$ cat src/rtl/mips_pkg.sv
// rtl/mips_pkg.sv - shared constants and IF/ID record for the Mips31 fetch stage
//
// Purpose: memory-map constants, NOP encoding and the packed IF/ID record
// used by ifetch and if_id_reg.
package mips_pkg;

  localparam logic [31:0] TEXT_BASE  = 32'h0040_0000;
  localparam logic [31:0] EXC_VECTOR = 32'h0040_0004;
  localparam int          IMEM_AW    = 11;
  localparam logic [31:0] NOP        = 32'h0000_0000;

  // Size of the text window in bytes; offsets at or above this fault.
  localparam logic [31:0] TEXT_BYTES = 32'd4 << IMEM_AW;

  typedef struct packed {
    logic        valid;
    logic [31:0] instr;
    logic [31:0] pc;
    logic [31:0] pc4;
    logic        fault;
  } if_id_t;

endpackage

$ cat src/rtl/if_id_reg.sv
// rtl/if_id_reg.sv - IF/ID pipeline register with hold, bubble and load
//
// Purpose: holds the fetched instruction record between IF and ID.
// Ports:
//   clk      in  : rising-edge clock
//   rst_n    in  : synchronous active-low reset, clears every field
//   i_bubble in  : load a bubble (valid/instr/fault cleared, pc/pc4 from i_load)
//   i_hold   in  : keep the current contents
//   i_load   in  : record captured on a normal advance
//   o_q      out : registered record
module if_id_reg
  import mips_pkg::*;
(
  input  logic   clk,
  input  logic   rst_n,
  input  logic   i_bubble,
  input  logic   i_hold,
  input  if_id_t i_load,
  output if_id_t o_q
);

  if_id_t r_q;

  // Bubble beats hold so that a flush during a stall still squashes IF/ID.
  always_ff @(posedge clk) begin
    if (!rst_n) begin
      r_q <= '0;
    end else if (i_bubble) begin
      r_q <= '{valid: 1'b0, instr: NOP, pc: i_load.pc, pc4: i_load.pc4, fault: 1'b0};
    end else if (!i_hold) begin
      r_q <= i_load;
    end
  end

  assign o_q = r_q;

endmodule

$ cat src/rtl/ifetch.sv
// rtl/ifetch.sv - Mips31 instruction-fetch stage (PC, next-PC mux, IF/ID)
//
// Purpose: holds the PC, addresses instruction memory, flags bad fetches and
// captures the returned word into IF/ID.
// Ports:
//   clk, rst_n            : clock, synchronous active-low reset
//   stall                 : hold PC and IF/ID
//   flush                 : bubble into IF/ID
//   redirect_valid/_pc    : branch/jump target from ID (ignored while stalled)
//   exc_valid/exc_pc      : exception or eret entry, overrides stall
//   imem_addr             : word address into imem, combinational from PC
//   imem_rd               : instruction word returned in the same cycle
//   pc                    : current fetch PC
//   if_id_*               : IF/ID register outputs
module ifetch
  import mips_pkg::*;
(
  input  logic               clk,
  input  logic               rst_n,
  input  logic               stall,
  input  logic               flush,
  input  logic               redirect_valid,
  input  logic [31:0]        redirect_pc,
  input  logic               exc_valid,
  input  logic [31:0]        exc_pc,
  output logic [IMEM_AW-1:0] imem_addr,
  input  logic [31:0]        imem_rd,
  output logic [31:0]        pc,
  output logic               if_id_valid,
  output logic [31:0]        if_id_instr,
  output logic [31:0]        if_id_pc,
  output logic [31:0]        if_id_pc4,
  output logic               if_id_fault
);

  logic [31:0] r_pc;
  logic [31:0] w_off;
  logic [31:0] w_pc4;
  logic [31:0] w_pc_next;
  logic        w_fault;
  if_id_t      w_fetch;
  if_id_t      w_q;

  // A PC below TEXT_BASE wraps to a huge offset and fails the range test.
  assign w_off     = r_pc - TEXT_BASE;
  assign w_pc4     = r_pc + 32'd4;
  assign imem_addr = w_off[IMEM_AW+1:2];
  assign w_fault   = (r_pc[1:0] != 2'b00) || (w_off >= TEXT_BYTES);

  // Redirects arriving during a stall are dropped; ID re-asserts them.
  always_comb begin
    w_pc_next = w_pc4;
    if (exc_valid) begin
      w_pc_next = exc_pc;
    end else if (stall) begin
      w_pc_next = r_pc;
    end else if (redirect_valid) begin
      w_pc_next = redirect_pc;
    end
  end

  always_ff @(posedge clk) begin
    if (!rst_n) begin
      r_pc <= TEXT_BASE;
    end else begin
      r_pc <= w_pc_next;
    end
  end

  assign w_fetch = '{valid: 1'b1,
                     instr: w_fault ? NOP : imem_rd,
                     pc:    r_pc,
                     pc4:   w_pc4,
                     fault: w_fault};

  if_id_reg u_if_id_reg (
    .clk      (clk),
    .rst_n    (rst_n),
    .i_bubble (flush | exc_valid),
    .i_hold   (stall),
    .i_load   (w_fetch),
    .o_q      (w_q)
  );

  assign pc          = r_pc;
  assign if_id_valid = w_q.valid;
  assign if_id_instr = w_q.instr;
  assign if_id_pc    = w_q.pc;
  assign if_id_pc4   = w_q.pc4;
  assign if_id_fault = w_q.fault;

endmodule

$ cat config.mk
export PLATFORM = sky130hd
export DESIGN_NAME = ifetch
export DESIGN_NICKNAME = d
export VERILOG_FILES = /design/src/rtl/mips_pkg.sv /design/src/rtl/if_id_reg.sv /design/src/rtl/ifetch.sv
export SDC_FILE = /design/constraint.sdc
export NUM_CORES = 1
export LEC_CHECK = 0
export CAP_MARGIN = 0
export CORE_MARGIN = 2
export CORE_UTILIZATION = 44
export CTS_CLUSTER_SIZE = 24
export DETAILED_ROUTE_END_ITERATION = 8
export HOLD_SLACK_MARGIN = 0.1
export PLACE_DENSITY = 0.78
export SYNTH_ARGS = -nofsm -noshare
export SYNTH_HDL_FRONTEND = slang
export SYNTH_SLANG_ARGS = --single-unit
$ cat constraint.sdc
create_clock -name clk -period 2.55 [get_ports clk]
set_input_delay 0.3825 -clock clk [delete_from_list [all_inputs] [get_ports clk]]
set_output_delay 0.3825 -clock clk [all_outputs]
set_load 0.01 [all_outputs]
==> results of run 1 <==
==> Yosys cell counts, drive strengths merged (6+ instances only) <==
cell / number
nor3: 11
and3: 6
a22oi: 48
buf: 62
xnor2: 16
nand2: 115
nand4: 9
xor2: 9
a21oi: 69
o21ai: 64
nor4: 14
clkbuf: 46
nor2: 59
inv: 11
dfxtp: 128
nand3: 17
==> sequential cells by signal, summed over array words and instances, names as in the netlist <==
register / flops
u_if_id_reg.o_q: 96
pc: 32
==> power groups by stage <==
stage	registers (mW)	logic, mW	clock network (mW)
floorplan	2.23	0.412	0
global placement	2.24	0.850	0
detailed placement	2.24	0.854	0
CTS	2.20	0.860	2.39
global route	2.21	0.921	2.50
finish	2.20	0.859	2.36
==> layout make-up <==
cell class	instances	area, sq um
clock buffer	26	489
clock inverter	6	80.1
fill	1192	4810
inverter	11	41.3
multi-input combinational	487	2930
sequential	128	2560
tap	180	225
timing repair buffer	275	2690
==> per-stage QoR <==
| stage | worst slack (ps) | area (sq um) | hold slack, ps | utilization |
|---|---|---|---|---|
| floorplan | 657 | 6200 | 462 | - |
| global route | 327 | 9020 | 360 | 0.652 |
| global placement | 546 | 8450 | 437 | 0.611 |
| finish | 434 | 9020 | 356 | 0.652 |
| detailed placement | 535 | 8450 | 443 | 0.611 |
| CTS | 434 | 9020 | 325 | 0.652 |
==> path summary, 6_finish.rpt <==
path                            start                  end  slack [ps]  depth (start not counted)
setup reg to reg                pc[3]               pc[18]         510                          6
hold / removal                  rst_n               pc[22]         360                          2
hold reg to reg   u_if_id_reg.o_q[97]  u_if_id_reg.o_q[97]         450                          2
setup / recovery               pc[13]               pc[13]         430                          2
==> layer usage <==
| metal | wire (um) | global-route usage | up-vias | share of wire |
|---|---|---|---|---|
| li1 | - | - | 2889 | - |
| met1 | 7940 | 0.316 | 2819 | 0.40 |
| met2 | 9640 | 0.435 | 320 | 0.48 |
| met3 | 1860 | 0.0790 | 51 | 0.093 |
| met4 | 576 | 0.111 | 0 | 0.029 |
| met5 | 0 | 0 | - | 0 |
==> worst max-delay path, cell delays in order (launching register included) <==
cell and delay [ps]:
dfxtp_1 540, buf_4 230, clkdlybuf4s50_1 540
==> cell families (layout without fill, tap and decap cells) <==
kind of cell / after synthesis / in the layout / share of synthesized area
buffers and inverters: 119 / 318 / 0.116
and+or+nand+nor: 247 / 247 / 0.199
xor gates and xnor gates: 25 / 25 / 0.0353
DFF: 128 / 128 / 0.413
AOI/OAI and AO/OA: 209 / 209 / 0.226
muxes: 4 / 4 / 0.00646
adders and majority gates: 2 / 2 / 0.00404
==> summary.txt, run 1 <==
Finish
  • Layout Area Growth over Synthesis: 45.4%
  • Nets: 1024
  • Commonest non-fill, non-tap cell in the layout: clkdlybuf4s50_1
  • Antenna cells: 0
  • Most frequent cells in the layout: clkdlybuf4s50_1 (239), dfxtp_1 (128), nand2_1 (113), a21oi_1 (69), o21ai_0 (59)
  • Finished Layout Cells: 1113
  • Layout cells sized above 1: 0.145

Power and ir drop
  • Clock Power Share: 0.435
  • Power Total: 5.42 mW
  • PwrDens: 601 mW/mm^2
  • Sw frac: 0.249
  • Seq pwr share: 0.406
  • Gate power share: 0.158
  • Peak supply drop: 0.484 mV
  • Sw Pwr: 1.35 mW
  • Cell-internal power: 4.07 mW
  • Leak pwr: 3.11 nW

Synth
  • Post-synth net total: 838
  • Yosys warnings: 0
  • Synth top area cells: dfxtp_1 (41%), nand2_1 (6.9%), a22oi_2 (5.9%)
  • Distinct cells, synth: 50
  • Synth top area share: 0.413
  • Seq cells post-synth: 128
  • Synth Area per Inst: 8.45 sq um
  • Syn Inst Count: 734
  • Ys async rst share: 0
  • Synth Flop Type: dfxtp_1
  • Seq/Total Area, Yosys: 0.413
  • Mapped cell area: 0.00620 sq mm
  • Number of enable flip-flop cells after synthesis: 0
  • Synth area leader: dfxtp_1

Floorplan
  • Die ar.: 0.0151 sq mm
  • Placement Rows: 43
  • Core area: 0.0138 sq mm
  • Die Y: 123 um
  • Chip width: 123 um
  • # IOs: 243
  • Initial Utilization: 0.448

Timing
  • RSZ-0062 raised after global routing: no
  • Final setup TNS: 0 ps
  • Setup Skew: 5.85 ps
  • Worst-margin pin slew: 652 ps
  • Fmax: 473 MHz
  • Max_slew headroom: 0.562
  • Final worst-path cycle share: 0.830
  • Final Hold Fails: 0
  • Fin crit period: 2120 ps
  • Slew Viols, Final: 0
  • Setup violators final: 0

CTS
  • TritonCTS clock tree: done
  • CTS H-tree lvls: 4
  • CTS buffer count: 17
  • Longest Clk Path Bufs: 2
  • CTS resizes: 0
  • Post-CTS Setup Bufs: 0
  • Hold-fix buffers at CTS: 0
  • Num Clock Sinks: 128
  • CTS clk-pin slew, worst paths: 60 ps
  • Worst skew pair latency: 410 ps
  • Root Driver: clkbuf_16

Setup path
  • CP Data Arrival Time: 1730 ps
  • Critical path class: reg -> out
  • Required time worst endpoint: 2170 ps
  • Crit end category: output port
  • Startpoint Class: register
  • Worst Path Max Fanout: 7

Global route
  • Initial antenna violation count: 0
  • First-pass GRT wire length: 30500 um
  • Grt total ovfl: 0
  • Pin count of the biggest net entering global routing: 47
  • Vias in the first global route: 5762
  • Gr usage total: 0.263

Route
  • Final ANT Viol Nets: 0
  • # DRC: 0
  • Vias per cell: 5.46
  • Drt total wl: 20000 um
  • WL per Instance: 18.0 um
  • 1st-pass router iterations: 6
  • DR vias: 6079
  • DRT iter0 DRCs: 450

Placement
  • DP HPWL: 14600 um
  • Placed cells: 1081
  • # port buffers: 242
  • Gpl congestion: 0.832

Run
  • Max-cap violations: 0

Status
  • Run status: complete, no violations

Min path
  • Hold crit path type: in -> reg
Power figures use the tool's default switching activity.
==> run 2: changes to the inputs <==
- CORE_UTILIZATION: 44 -> 40
- PLACE_DENSITY: 0.78 -> 0.74
- clock period: 2.55 -> 1.7 ns (I/O delays scaled with it)
==> run 2 against run 1 <==
The flow now finishes with violations (setup timing). Core utilization is 0.063 points higher. Clock power rose by 35%. Setup slack got worse by 550 ps. Cell area up 9.6%. Total power grew 46%. Highest routed layer unchanged.
==> summary.txt, run 2 (same netlist as run 1, synthesis figures left out) <==
Setup path
  • FF-to-FF setup slack: -110 ps (was 510 ps)
  • Crit end category: register (was output port)
  • Critical path class: reg -> reg (was reg -> out)
  • R2R Path Start: pc[18] (was pc[3])
  • Worst Path Max Fanout: 5 (was 7)
  • CP Launch Point: pc[18] (was pc[13])
  • Startpoint Class: register (unchanged)
  • Required time worst endpoint: 2040 ps (was 2170 ps)
  • CP Data Arrival Time: 2160 ps (was 1730 ps)

Timing
  • Max_slew headroom: 0.641 (was 0.562)
  • Fin crit period: 1810 ps
  • Final setup TNS: -1960 ps (was 0 ps)
  • Slew Viols, Final: 0 (unchanged)
  • Fmax: 551 MHz
  • Setup Skew: 6.64 ps (was 5.85 ps)
  • RSZ-0062 raised after global routing: yes (was no)
  • Final Hold Fails: 0 (unchanged)
  • Final setup margin: -114 ps (was 434 ps)
  • Worst-margin pin slew: 538 ps (was 652 ps)
  • Setup violators final: 29 (was 0)
  • Final worst-path cycle share: 1.07

Power and ir drop
  • Seq pwr share: 0.411 (was 0.406)
  • Leak pwr: 3.80 nW (was 3.11 nW)
  • Gate power share: 0.186 (was 0.158)
  • Cell-internal power: 5.83 mW (was 4.07 mW)
  • PwrDens: 802 mW/mm^2 (was 601 mW/mm^2)
  • Peak supply drop: 0.657 mV (was 0.484 mV)
  • Clock Power Share: 0.403 (was 0.435)
  • Sw Pwr: 2.10 mW (was 1.35 mW)
  • Power Total: 7.93 mW (was 5.42 mW)
  • Sw frac: 0.265 (was 0.249)

Finish
  • Layout Area Growth over Synthesis: 59.5% (was 45.4%)
  • Max reg flops: 96 (unchanged)
  • Nets: 1095 (was 1024)
  • Final core utilization: 0.653 (was 0.652)
  • Most frequent cells in the layout: clkdlybuf4s50_1 (196), nand2_1 (113), dfxtp_1 (109), buf_4 (82), a21oi_1 (67) (was clkdlybuf4s50_1 (239), dfxtp_1 (128), nand2_1 (113), a21oi_1 (69), o21ai_0 (59))
  • Fill cell count: 1243 (was 1192)
  • Layout cells sized above 1: 0.250 (was 0.145)
  • Antenna cells: 0 (unchanged)
  • Commonest non-fill, non-tap cell in the layout: clkdlybuf4s50_1 (unchanged)

Floorplan
  • Die ar.: 0.0165 sq mm (was 0.0151 sq mm)
  • Chip width: 128 um (was 123 um)
  • Initial Utilization: 0.409 (was 0.448)
  • # IOs: 243 (unchanged)
  • Placement Rows: 45 (was 43)
  • Die Y: 128 um (was 123 um)
  • Core area: 0.0151 sq mm (was 0.0138 sq mm)

Route
  • 1st-pass router iterations: 6 (unchanged)
  • Drt total wl: 22000 um (was 20000 um)
  • WL per Instance: 18.5 um (was 18.0 um)
  • # DRC: 0 (unchanged)
  • Final ANT Viol Nets: 0 (unchanged)
  • Vias per cell: 5.40 (was 5.46)
  • DRT iter0 DRCs: 524 (was 450)
  • DR vias: 6437 (was 6079)

Global route
  • GRT met1 Usage: 0.306 (was 0.316)
  • Pin count of the biggest net entering global routing: 39 (was 47)
  • M2 GR Usage: 0.453 (was 0.435)
  • Initial antenna violation count: 0 (unchanged)
  • Vias in the first global route: 6096 (was 5762)
  • Busiest layer in global routing: met2 (unchanged)
  • First-pass GRT wire length: 33300 um (was 30500 um)
  • Gr usage total: 0.260 (was 0.263)
  • Met3 global-route usage: 0.0753 (was 0.0790)
  • Grt total ovfl: 0 (unchanged)

CTS
  • Worst skew pair latency: 420 ps (was 410 ps)
  • Hold-fix buffers at CTS: 0 (unchanged)
  • CTS H-tree lvls: 4 (unchanged)
  • Longest Clk Path Bufs: 2 (unchanged)
  • CTS buffer count: 17 (unchanged)
  • TritonCTS clock tree: done (unchanged)
  • Root Driver: clkbuf_16 (unchanged)
  • Num Clock Sinks: 128 (unchanged)
  • CTS clk-pin slew, worst paths: 50 ps (was 60 ps)

Status
  • Run status: finished with violations (was complete, no violations)
  • Violated checks: setup timing

Min path
  • Hold crit path type: in -> reg (unchanged)
  • Hold_sp: rst_n (unchanged)

Placement
  • Gpl congestion: 0.887 (was 0.832)
  • # port buffers: 242 (unchanged)
  • DP HPWL: 15500 um (was 14600 um)

Run
  • Max-cap violations: 0 (unchanged)
[run 2: cell types whose count changed in the layout (fill, tap and decap cells not counted), moves of 4 or more]
cell	previous run	this run
dfxtp_2	0	13
buf_6	0	9
nor4_4	1	7
dlymetal6s2s_1	0	5
clkinv_2	4	8
nand3_1	17	13
dfxtp_1	128	109
dfxtp_4	0	6
buf_12	3	11
nor4_1	8	3
buf_4	30	82
clkdlybuf4s50_1	239	196
dlygate4sd2_1	0	38
[run 2: routing by layer]
layer | wire [um] | vias up
met5 | 0 | -
met4 | 527 | 0
met3 | 1860 | 39
met2 | 10900 | 326
met1 | 8790 | 3038
li1 | - | 3034
[run 2: through the flow]
stage / instance area [sq um] / hold WS, ps / instances / setup WS, ps
after floorplan: 6240 / 383 / 734 / 4.39
after global placement: 8970 / 438 / 1142 / -127
after detailed placement: 8970 / 444 / 1142 / -129
after CTS: 9680 / 187 / 1181 / -59.6
after global routing: 9890 / 195 / 1191 / -163
final: 9890 / 194 / 1191 / -114
[run 2: power groups by stage]
stage,Sequential (mW),Clock [mW],Combinational [mW]
floorplan,3.35,0,0.620
global placement,3.30,0,1.45
detailed placement,3.30,0,1.45
CTS,3.25,3.24,1.44
global route,3.27,3.37,1.58
finish,3.26,3.19,1.48
[run 2: final timing paths]
check	to	cells past startpoint
worst max register to register	u_if_id_reg.o_q[73]	8
worst min-delay path	pc[5]	3
worst min register to register	u_if_id_reg.o_q[37]	2
worst max-delay path	u_if_id_reg.o_q[73]	8
[run 2: cell type report]
class	instances	area, sq um	share of cell area
Inverter	11	41.3	0.00418
Multi-Input combinational cell	487	3140	0.318
Clock buffer	23	468	0.0473
Tap cell	188	235	0.0238
Timing Repair Buffer	346	3360	0.340
Clock inverter	8	40.0	0.00405
Sequential cell	128	2600	0.263
[run 2: repair_timing]
item / in CTS / in global routing
endpoints found under the hold margin: 0 / 0
gates cloned: 3 / 1
resized for setup: 74 / 39
pin swaps: 6 / 20
endpoints found under the setup margin: 82 / 70
setup buffers: 5 / 11
[run 2: critical path, cell delays in order, from the launching register on]
cell and delay, ps:
dfxtp_2 320, buf_6 110, or4_4 480, nor4_4 230, buf_6 170, buf_6 120, buf_12 120, a22oi_2 50
nor2_1 140
